<file path="config.mk">
export PLATFORM = sky130hd
export DESIGN_NAME = byte_serializer
export DESIGN_NICKNAME = d
export VERILOG_FILES = /design/src/rtl/byte_serializer.sv
export SDC_FILE = /design/constraint.sdc
export NUM_CORES = 1
export LEC_CHECK = 0
export ABC_AREA = 0
export CORE_MARGIN = 2
export CORE_UTILIZATION = 48
export CTS_CLUSTER_DIAMETER = 200
export CTS_CLUSTER_SIZE = 28
export DETAILED_ROUTE_END_ITERATION = 10
export MAX_ROUTING_LAYER = met4
export PLACE_DENSITY = 0.83
export SLEW_MARGIN = 20
export SYNTH_ARGS = -nofsm -noshare
export SYNTH_HDL_FRONTEND = slang
export SYNTH_SLANG_ARGS = --single-unit
</file>
<file path="constraint.sdc">
create_clock -name clk -period 2.1 [get_ports clk]
set_input_delay 0.42 -clock clk [delete_from_list [all_inputs] [get_ports clk]]
set_output_delay 0.42 -clock clk [all_outputs]
set_load 0.01 [all_outputs]
</file>
<file path="src/rtl/byte_serializer.sv">
// Parallel-to-serial transmitter: accepts a word over valid/ready and shifts it out
// one bit per enabled cycle with registered frame and last-bit markers.
module byte_serializer #(
   parameter int unsigned WIDTH     = 8,
   parameter bit          MSB_FIRST = 1'b1
) (
   input  logic             clk,
   input  logic             rst,
   input  logic [WIDTH-1:0] d,
   input  logic             d_valid,
   output logic             d_ready,
   input  logic             ser_en,
   output logic             ser_out,
   output logic             ser_frame,
   output logic             ser_last,
   output logic             busy
);

   localparam int unsigned CW = $clog2(WIDTH);
   localparam logic [CW-1:0] LastCnt = CW'(WIDTH - 1);

   typedef enum logic {StIdle, StShift} state_t;

   state_t           r_state;
   logic [WIDTH-1:0] r_shift;
   logic [CW-1:0]    r_bit_cnt;
   logic             r_ser_out;
   logic             r_ser_frame;
   logic             r_ser_last;

   logic             w_cnt_last;
   logic             w_accept;
   logic             w_cur_bit;
   logic [WIDTH-1:0] w_shift_next;

   assign w_cnt_last = (r_bit_cnt == LastCnt);
   assign d_ready    = (r_state == StIdle) || (ser_en && w_cnt_last);
   assign w_accept   = d_valid && d_ready;
   assign busy       = (r_state == StShift);
   assign ser_out    = r_ser_out;
   assign ser_frame  = r_ser_frame;
   assign ser_last   = r_ser_last;

   always_comb begin
      w_cur_bit    = 1'b0;
      w_shift_next = r_shift;
      if (MSB_FIRST) begin
         w_cur_bit    = r_shift[WIDTH-1];
         w_shift_next = {r_shift[WIDTH-2:0], 1'b0};
      end else begin
         w_cur_bit    = r_shift[0];
         w_shift_next = {1'b0, r_shift[WIDTH-1:1]};
      end
   end

   always_ff @(posedge clk or posedge rst) begin
      if (rst) begin
         r_state     <= StIdle;
         r_shift     <= '0;
         r_bit_cnt   <= '0;
         r_ser_out   <= 1'b0;
         r_ser_frame <= 1'b0;
         r_ser_last  <= 1'b0;
      end else begin
         unique case (r_state)
            StIdle: begin
               r_ser_out   <= 1'b0;
               r_ser_frame <= 1'b0;
               r_ser_last  <= 1'b0;
               if (w_accept) begin
                  r_shift   <= d;
                  r_bit_cnt <= '0;
                  r_state   <= StShift;
               end
            end
            StShift: begin
               // ser_en low freezes every piece of serial state
               if (ser_en) begin
                  r_ser_out   <= w_cur_bit;
                  r_ser_frame <= 1'b1;
                  r_ser_last  <= w_cnt_last;
                  if (w_cnt_last) begin
                     r_bit_cnt <= '0;
                     if (w_accept) begin
                        r_shift <= d;
                     end else begin
                        r_shift <= w_shift_next;
                        r_state <= StIdle;
                     end
                  end else begin
                     r_shift   <= w_shift_next;
                     r_bit_cnt <= r_bit_cnt + 1'b1;
                  end
               end
            end
            default: r_state <= StIdle;
         endcase
      end
   end

endmodule

</file>
-- After elaboration in Yosys (flattened, before gate mapping)
Cells that the tools add are included.
Widths: inputs -> output; s select.
- add/sub/neg operators: 1
- equal/unequal tests: 3
- muxes and demuxes: 19
- bitwise logic cells: 1
- reductions and logical operators: 4
- operators with widths (kind ; count):
    $mux 8 ; 4
    $pmux 8 s2 ; 1
    $mux 3 ; 3
    $pmux 1 s2 ; 4
    $mux 1 ; 6
    $pmux 3 s2 ; 1
    $ne 2x2->1 const B ; 2
    $add 3x1->3 const B ; 1
    $eq 3x3->1 const B ; 1
    $logic_and 1x1->1 ; 2
    $reduce_and 2->1 ; 1
    $logic_or 1x1->1 ; 1
    $not 1->1 ; 1
- register bits after elaboration: 15
- output and inout bits: 5
- word-level logic and storage cells: 34

-- Longest topological paths before layout
- depth after elaboration: 8
- mapped depth: 6
- mapped depth without buffers: 5

-- Worst setup path after synthesis
Ideal clock, no wire load.
- path kind: register to register
- start point: register r_bit_cnt[0]
- end point: register r_shift[3]
- setup time: 0.134 ns
- arrival time: 1.338 ns
- data required time: 1.966 ns
- path slack: 0.628 ns
- stages on the path, launching flop included: 7
- path buffers: 1
- clock period less this slack: 1.472 ns
- path through: dfrtp_1 ha_1 ha_1 and3_1 buf_2 o21ai_0 a31oi_2
- word-level cells in the longest chain between the ends: 8
- elaborated cells on any way between the ends: 10
- those cells by class: eq/ne: 2; mux: 4; reduce/logical: 4
- RTL lines (item ; line ; RTL):
    from (decl) ; 26 ; logic [CW-1:0] r_bit_cnt;
    from (signal assigned) ; 92 ; r_bit_cnt <= r_bit_cnt + 1'b1;
    $eq 3x3->1 (*) ; 36 ; assign w_cnt_last = (r_bit_cnt == LastCnt);
    $logic_and 1x1->1 ; 37 ; assign d_ready = (r_state == StIdle) || (ser_en && w_cnt_last);
    $logic_or 1x1->1 ; 37 ;
    $logic_and 1x1->1 ; 38 ; assign w_accept = d_valid && d_ready;
    $mux 8 ; 84 ; if (w_accept) begin
    $mux 8 ; 82 ; if (w_cnt_last) begin
    $mux 8 ; 78 ; if (ser_en) begin
    $pmux 8 s2 ; 65 ; unique case (r_state)
    to (signal assigned) ; 87 ; r_shift <= w_shift_next;
    to (signal assigned) ; 91 ; r_shift <= w_shift_next;
    to (decl) ; 25 ; logic [WIDTH-1:0] r_shift;
Mark *: on every way between the ends. The rest lies on a longest branch, timed or not. The select of a mux whose other input is x is not followed.
A chain may end at the register's enable or synchronous reset.

-- Worst setup path after layout
- start point: register r_bit_cnt[0]
- end point: output d_ready
- word-level cells in the longest chain between the ends: 3
- RTL lines (item ; line ; RTL):
    $eq 3x3->1 ; 36 ;
    $logic_and 1x1->1 ; 37 ;
    $logic_or 1x1->1 ; 37 ;
    to (decl) ; 11 ; output logic d_ready,
Every way passes these cells.

==> metrics <==
Netlist cell types 22; synthesized area per cell 9.87 um2; Rel. slew slack 61.8%; Initial Util 51.1%; area leader, netlist dfrtp_1; worst r2r dst r_shift[3]; GRT Resource Usage Total 17.5%; RR Startpoint r_bit_cnt[0]; GR Overflow Total 0; die width 44.0 um; power density over the cells 1090 nW/um2; #FFs+latches synth 15; most common cell in the netlist dfrtp_1; DRC viols 0; CP Capture Type output pin; area of the mapped netlist 769 um2; PortBufs 16; setup TNS 0 ns; antenna diode count 0; Peak VDD IR 0.765 mV; post-synthesis async set-or-reset flop share 100%; row count 14; CTS sink count 15; area of the multi-input gates 337 um2; Synth Area in XOR/XNOR 0%; post-synthesis sequential area ratio 48.8%; Pleak 0.417 nW; Final period util 94.0%; Setup WS post-layout 0.127 ns; Post-DP HPWL 1010 um; Core Region 1510 um2; final slew viol count 0; Final Setup Violations 0; top-area cell type share of the netlist area 48.8%; detailed-route via count 606; worst slew pin tran 0.572 ns; r2r setup slk 0.55 ns; Min-Delay Path Class in2async; # fillers 126; Final min period 1.97 ns; Worst-Skew Late Latency 0.28 ns; register area 375 um2; vias in the first global route 541; share of cells above drive strength 1 13.5%; TritonCTS clock tree yes; Post-synth EDFFs 0; Max Cap Viol 0; Adder-Cell Fraction of Synth Area 3.25%; largest net degree at the start of global routing 17; Die H 44.0 um; hold slack 0.477 ns; critical-path maximum fanout 4; Gate Count Post-Synth 78; number of I/O pins 17; f_max 0.507 GHz; Hold-fix buffers, CTS 0; Final Net Count 111; number of nets with antenna violations after routing 0; average wire per standard cell 12.5 um; root buf cell clkbuf_4; ranking of synthesized cells by area dfrtp_1 49%, nor2_1 5.4%, mux2i_1 5.2%; Critical Path Source Type flop; Layout area overhead 23.7%; largest family of logic cells by synthesized area compound AO/OA/AOI/OAI gates; Via density 5.41; Worst Path Required 1.68 ns; simple-gate share of the synthesized area 16.3%; router iterations before antenna repair 4; final WL 1400 um; clk_skew 0.00500 ns; Synth Area in Compound Gates 17.1%; top_reg_cell synth dfrtp_1; clock slew at reported path FFs 0.10 ns; number of H-tree levels 1; initial antenna violation count 0; Hold Vio Cnt, Final 0; RSZ-0062 raised after global routing no; dpl ws 0.0807 ns; Commonest cells post-synth 15 x dfrtp_1, 11 x nor2_1, 8 x nand3_1; crit path kind reg2out; Starting DRT DRC Count 7; Clock Path Buffers 2; first-pass GRT wire length 2390 um; gp weighted congestion 0.795; result of the run finished, final reports clean; multiplexer area fraction after synthesis 7.15%; die area 1940 um2; worst reg2reg path depth 5; critical path arrival 1.55 ns; warning count from the yosys run 0; syn nets 92; CTS Buf Count 3
## stage by stage
stage                     cell area, um2  instances  util (%)  total power, mW
after floorplan                      769         78         -            0.743
after global placement               918        107      61.0            0.848
after detailed placement             918        107      61.0            0.873
after CTS                            945        111      62.7             1.03
after global routing                 952        112      63.2             1.12
final                                952        112      63.2             1.04
## sequential cells by signal, indices dropped and copies added (netlist names)
name       count
busy           1
r_bit_cnt      3
r_shift        8
ser_frame      1
ser_last       1
ser_out        1
## critical path, stage by stage, from the launching register on
cell,delay [ns]
dfrtp_1,0.41
ha_1,0.20
ha_1,0.22
nand2_1,0.09
nand2_1,0.07
dlygate4sd2_1,0.29
## where the power goes
part	leakage [nW]	total [mW]	switching [mW]	internal, mW
registers	0.170	0.470	0.0687	0.402
logic	0.229	0.400	0.189	0.211
clock network	0.0177	0.168	0.0975	0.0707
## how the worst max path moves through the flow
stage	from	endpoint	slack, ns	depth (start not counted)
after floorplan	r_bit_cnt[0]	r_shift[3]	0.63	6
after global placement	ser_en	d_ready	0.09	4
after detailed placement	ser_en	d_ready	0.08	4
after CTS	r_bit_cnt[0]	d_ready	0.1	5
after global routing	r_bit_cnt[1]	d_ready	0.03	5
final	r_bit_cnt[0]	d_ready	0.13	5
## kinds of logic after synthesis
| family | after synthesis |
|---|---|
| AO/OA/AOI/OAI | 20 |
| flip-flops | 15 |
| adder cells (fa/ha/maj) | 2 |
| multiplexers | 5 |
| AND/OR/NAND/NOR | 28 |
| buffers and inverters | 8 |
## what timing repair did
action | CTS | global route
gates resized for setup | 1 | 0
endpoints found under the hold margin | 0 | 0
buffers inserted | 0 | 1
pin swaps | 0 | 0
setup endpoints to repair | 1 | 1
## layout by cell type, fill, tap and decap left out, drive strengths merged
cell	count
o211ai	1
mux2i	4
clkbuf	3
o21ai	10
mux2	1
dlygate4sd2	1
dfrtp	15
clkdlybuf4s50	15
a21oi	1
ha	2
buf	3
nand3	8
nand2	5
nor2	12
nand2b	2
o22ai	1
a31oi	7
clkinv	1
and3	1
inv	3
## metal layers
metal | GRT usage (%) | vias to the layer above | routed length (um)
met1 | 22.9 | 282 | 656
met4 | 7.27 | 0 | 14
li1 | - | 311 | -
met2 | 26.5 | 11 | 681
met5 | - | - | 0
met3 | 3.67 | 2 | 50
## final cells by class
class                      instances  area share (%)
clock buffer                       3            2.37
multi-input combinational         55            35.3
inverter                           3            1.18
tap                               16            2.10
clock inverter                     1           0.526
timing repair buffer              19            19.1
sequential                        15            39.4
Note: power is estimated with default switching activity, not from simulation.
